==> src/rtl/pixel_coord_gen_pkg.sv <==
// Shared definitions for the pixel coordinate generator: FSM encoding and
// default geometry/width parameters.
package pixel_coord_gen_pkg;

    localparam int COORD_W_DEF  = 13;
    localparam int MAX_COLS_DEF = 1280;
    localparam int MAX_ROWS_DEF = 960;

    typedef enum logic [1:0] {
        IDLE      = 2'd0,
        WAIT_LINE = 2'd1,
        IN_LINE   = 2'd2,
        FRAME_END = 2'd3
    } state_t;

endpackage

==> src/rtl/edge_det.sv <==
// Rise/fall detector on a registered copy of a 1-bit level.
// Latency: combinational edge flags against the previous-cycle sample.
// Backpressure: none.
module edge_det (
    input  logic clk,
    input  logic reset,
    input  logic d,
    output logic rise,
    output logic fall
);

    logic d_q;

    // History resets high so a level already asserted at reset exit is not a rise.
    always_ff @(posedge clk or negedge reset) begin
        if (!reset) begin
            d_q <= 1'b1;
        end else begin
            d_q <= d;
        end
    end

    assign rise = d & ~d_q;
    assign fall = ~d & d_q;

endmodule

==> src/rtl/pixel_coord_gen.sv <==
// Tags camera mask pixels with row/col coordinates and measures frame/line size.
// Latency: pixel to out_img/row/col one cycle; fval fall to V_sync two cycles.
// Backpressure: none; the camera stream is accepted every cycle.
module pixel_coord_gen
    import pixel_coord_gen_pkg::*;
#(
    parameter int COORD_W  = COORD_W_DEF,
    parameter int MAX_COLS = MAX_COLS_DEF,
    parameter int MAX_ROWS = MAX_ROWS_DEF
) (
    input  logic               clk,
    input  logic               reset,
    input  logic               fval,
    input  logic               lval,
    input  logic               dval,
    input  logic               pix_in,
    output logic               out_img,
    output logic [COORD_W-1:0] row,
    output logic [COORD_W-1:0] col,
    output logic               V_sync,
    output logic [COORD_W-1:0] frame_rows,
    output logic [COORD_W-1:0] line_cols,
    output logic               ovf
);

    localparam logic [COORD_W-1:0] COL_LIM = COORD_W'(MAX_COLS);
    localparam logic [COORD_W-1:0] ROW_LIM = COORD_W'(MAX_ROWS);
    localparam logic [COORD_W-1:0] COL_MAX = COORD_W'(MAX_COLS - 1);
    localparam logic [COORD_W-1:0] ROW_MAX = COORD_W'(MAX_ROWS - 1);

    state_t             state;
    logic [COORD_W-1:0] cnt_col;
    logic [COORD_W-1:0] cnt_row;
    logic [COORD_W-1:0] cur_col;
    logic [COORD_W-1:0] row_next;
    logic               fval_rise, fval_fall, lval_rise, lval_fall;
    logic               pix_take, col_sat, row_sat;

    edge_det u_fval_edge (.clk(clk), .reset(reset), .d(fval), .rise(fval_rise), .fall(fval_fall));
    edge_det u_lval_edge (.clk(clk), .reset(reset), .d(lval), .rise(lval_rise), .fall(lval_fall));

    // The pixel on the lval rise cycle is the first pixel of the line (col 0).
    always_comb begin
        cur_col  = (state == IN_LINE) ? cnt_col : '0;
        col_sat  = (cur_col >= COL_LIM);
        row_sat  = (cnt_row >= ROW_LIM);
        row_next = row_sat ? ROW_LIM : cnt_row + 1'b1;
        pix_take = fval && lval && dval &&
                   ((state == IN_LINE) || ((state == WAIT_LINE) && lval_rise));
    end

    always_ff @(posedge clk or negedge reset) begin
        if (!reset) begin
            state      <= IDLE;
            cnt_col    <= '0;
            cnt_row    <= '0;
            out_img    <= 1'b0;
            row        <= '0;
            col        <= '0;
            V_sync     <= 1'b0;
            frame_rows <= '0;
            line_cols  <= '0;
            ovf        <= 1'b0;
        end else begin
            out_img <= 1'b0;
            V_sync  <= 1'b0;

            case (state)
                IDLE: begin
                    if (fval_rise && !lval) state <= WAIT_LINE;
                end
                WAIT_LINE: begin
                    if (fval_fall) begin
                        state <= FRAME_END;
                    end else if (lval_rise) begin
                        state   <= IN_LINE;
                        cnt_col <= '0;
                    end
                end
                IN_LINE: begin
                    // A line cut short by the frame ending still counts as a line.
                    if (fval_fall || lval_fall) begin
                        line_cols <= cnt_col;
                        cnt_row   <= row_next;
                        cnt_col   <= '0;
                        state     <= fval_fall ? FRAME_END : WAIT_LINE;
                    end
                end
                FRAME_END: begin
                    V_sync     <= 1'b1;
                    frame_rows <= cnt_row;
                    cnt_row    <= '0;
                    cnt_col    <= '0;
                    row        <= '0;
                    col        <= '0;
                    state      <= IDLE;
                end
                default: state <= IDLE;
            endcase

            if (pix_take) begin
                out_img <= pix_in && !col_sat && !row_sat;
                row     <= row_sat ? ROW_MAX : cnt_row;
                col     <= col_sat ? COL_MAX : cur_col;
                cnt_col <= col_sat ? COL_LIM : cur_col + 1'b1;
                if (col_sat || row_sat) ovf <= 1'b1;
            end
        end
    end

endmodule

==> config.mk <==
export PLATFORM = sky130hd
export DESIGN_NAME = pixel_coord_gen
export DESIGN_NICKNAME = d
export VERILOG_FILES = /design/src/rtl/pixel_coord_gen_pkg.sv /design/src/rtl/edge_det.sv /design/src/rtl/pixel_coord_gen.sv
export SDC_FILE = /design/constraint.sdc
export NUM_CORES = 1
export LEC_CHECK = 0
export ABC_AREA = 1
export BUFFER_PORTS_ARGS = -buffer_cell sky130_fd_sc_hd__buf_2
export CORE_ASPECT_RATIO = 0.9
export CORE_MARGIN = 2
export CORE_UTILIZATION = 55
export CTS_BUF_LIST = sky130_fd_sc_hd__clkbuf_4 sky130_fd_sc_hd__clkbuf_8 sky130_fd_sc_hd__clkbuf_16
export CTS_CLUSTER_SIZE = 20
export DETAILED_ROUTE_END_ITERATION = 12
export HOLD_SLACK_MARGIN = 0.08
export PLACE_DENSITY = 0.78
export SYNTH_ARGS = -nofsm -noshare
export SYNTH_HDL_FRONTEND = slang
export SYNTH_HIERARCHICAL = 1
export SYNTH_SLANG_ARGS = --single-unit
==> constraint.sdc <==
create_clock -name clk -period 2.7 [get_ports clk]
set_input_delay 0.81 -clock clk [delete_from_list [all_inputs] [get_ports clk]]
set_output_delay 0.81 -clock clk [all_outputs]
set_load 0.01 [all_outputs]
==> results.json <==
{
  "outcome": "completed",
  "drt_iter0_drc": 250,
  "antenna_cells": 0,
  "reg2reg_depth": 10,
  "fp-row-count": 29,
  "post_cts_buffers": 0,
  "period_minus_slack_ns": 2.23,
  "initial_core_util_pct": 56.0,
  "wire_per_inst_um": 14.5,
  "synthDistinctLibCells": 32,
  "worst-setup-path-type": "register to register",
  "power_density_nw_per_um2": 803,
  "cts_resized": 0,
  "yosys.area.top_type": "dfrtp_1",
  "drv_cap": 0,
  "worstMarginPinSlew_ns": 0.588,
  "grt_start_max_net_pins": 55,
  "die_h_um": 83.7,
  "finalSetupTns_ns": 0,
  "root_buffer": "clkbuf_8",
  "place_hpwl_um": 6160,
  "drc": 0,
  "ys_warn_count": 6,
  "critical_path_arrival_ns": 2.47,
  "clk_pin_slew_ns": 0.08,
  "syn_area_sq_um": 3880,
  "clk_latency_ns": 0.35,
  "numCtsBuffers": 9,
  "setup_viol": 0,
  "end_kind": "register",
  "synth_seq_cells": 85,
  "worstSetupStartpointType": "register",
  "layout-drive-gt1-share_pct": 19.1,
  "synthTopCellsByArea": "dfrtp_1, nand2_1, o21ai_0, nand3_1, inv_1",
  "path_max_fanout": 11,
  "ctsHoldBuffers": 0,
  "final-hold-violation-count": 0,
  "io_pins": 61,
  "slew_viol_final": 0,
  "async_flop_share_pct": 100,
  "fmax_mhz": 448,
  "cts.sinks": 85,
  "area_delta_synth_final_pct": 13.7,
  "maxSlewHeadroom_pct": 60.7,
  "synth_edf_count": 0,
  "cts_tree": "built",
  "ys_seq_area_share_pct": 54.9,
  "hold_class": "primary input to async pin",
  "leakagePower_nw": 2.36,
  "yosys_most_used_dff": "dfrtp_1",
  "grt_pass1_wl_um": 15000,
  "drtAntennaViolNets": 0,
  "dieArea_sq_um": 7750,
  "synthCells": 456,
  "fin_crit_sh_pct": 82.6,
  "grt_pass1_vias": 3106,
  "port-buffer-count": 60,
  "antenna_found_initial": 0,
  "clock_skew_ns": 0.00872,
  "fillCellCount": 599,
  "chipWidth_um": 92.6,
  "grt_usage_pct": 24.8,
  "fin_util_pct": 63.7,
  "drt_pass1_iterations": 4,
  "core_area_sq_um": 6930,
  "cp.required_ns": 2.94,
  "gp_congestion": 0.878,
  "synth_top_area_share_pct": 53.5,
  "cts_max_level": 3,
  "final_nets": 524,
  "synthesis.nets": 465,
  "rsz0062_at_grt": "false",
  "cts_buffer_depth": 2,
  "viasPerCell": 5.31,
  "drt_wl_total_um": 8860,
  "grt_overflow": 0,
  "synth_area_per_cell_sq_um": 8.51,
  "irDropWorstVdd_v": 0.000374,
  "vias": 3250
}
[worst paths after layout]
path | start | endpoint | slack [ns]
min in group clk | ovf | ovf | 0.48
min | reset | frame_rows[11] | 0.38
max | state[1] | cnt_col[6] | 0.47
min reg2reg | ovf | ovf | 0.48
max reg2reg | state[1] | cnt_col[6] | 0.47
max in group asynchronous | reset | u_fval_edge/d_q | 1.64
[cells in the final DEF (no fill, tap or decap), types with 3 or more instances in the layout]
master    instances
a21oi_1           4
buf_2            59
buf_4             4
clkbuf_8         11
dfrtp_1          83
ha_1              3
inv_1            50
nand2_1         122
nand3_1          40
nand4_1           7
nor2_1           32
nor2_2            6
nor3_1            8
o21ai_0          56
o22ai_1           4
xor2_1            3
[metrics by stage]
stage	hold WS (ns)	setup WS, ns	cells	cell area (sq um)	total power, W
after floorplan	0.449	0.913	456	3880	0.00238
after global placement	0.462	0.407	597	4230	0.00270
after detailed placement	0.457	0.357	597	4230	0.00274
after CTS	0.389	0.523	612	4410	0.00355
after global routing	0.403	0.346	612	4410	0.00378
final	0.380	0.470	612	4410	0.00354
[Yosys cell counts, drive strengths merged, types with 4 or more instances]
master  instances
o22ai           4
o21ai          59
a21oi           4
dfrtp          83
nand4           7
inv            53
nand2         126
nor2           40
nor3            8
buf            15
nand3          42
[kinds of logic (layout without fill, tap and decap cells)]
| kind of cell | count (synthesis) | after routing | share of synthesized area [%] |
|---|---|---|---|
| flops | 85 | 85 | 54.9 |
| simple gates | 224 | 224 | 25.6 |
| fa+ha+maj | 3 | 3 | 0.967 |
| compound gates | 70 | 70 | 9.45 |
| xor+xnor | 5 | 5 | 1.13 |
| buf+inv | 69 | 132 | 7.99 |
[power by group]
part           internal [W]  total (W)  switching (W)
Clock              0.000390   0.000823       0.000433
Sequential          0.00152    0.00173       0.000213
Combinational      0.000337   0.000990       0.000653
Total               0.00224    0.00354        0.00130
[worst max-delay path, cell delays in order (launching register included)]
cell     delay [ns]
dfrtp_1        0.72
nand2_8        0.14
nor2_1         0.21
ha_1           0.23
nand4_1        0.11
nor2_1         0.20
inv_1          0.11
nor2_1         0.17
nand2_1        0.08
nand3_1        0.09
nand2_1        0.06
[registers in the layout, indices dropped and copies added (netlist names)]
register,count
row,13
line_cols,13
V_sync,1
state,2
frame_rows,13
u_fval_edge/d_q,1
ovf,1
u_lval_edge/d_q,1
out_img,1
col,13
cnt_col,13
cnt_row,13
[layout make-up]
cell class                      instances  area [sq um]  area share [%]
Sequential cell                        85          2130            48.2
Tap cell                               93           116            2.64
Inverter                               53           201            4.56
Multi-Input combinational cell        302          1440            32.7
Clock buffer                           12           159            3.60
Timing Repair Buffer                   64           345            7.82
Clock inverter                          3          21.3           0.482
[routing by layer]
metal  vias up  GRT usage (%)  share of wire [%]
li1       1577              -                  -
met2       114           34.4                 45
met3        19           3.88                5.2
met4         0           12.8                2.5
met5         -              0                  0
met1      1540           37.6                 47
No activity file was read; power rests on OpenSTA's default activity.
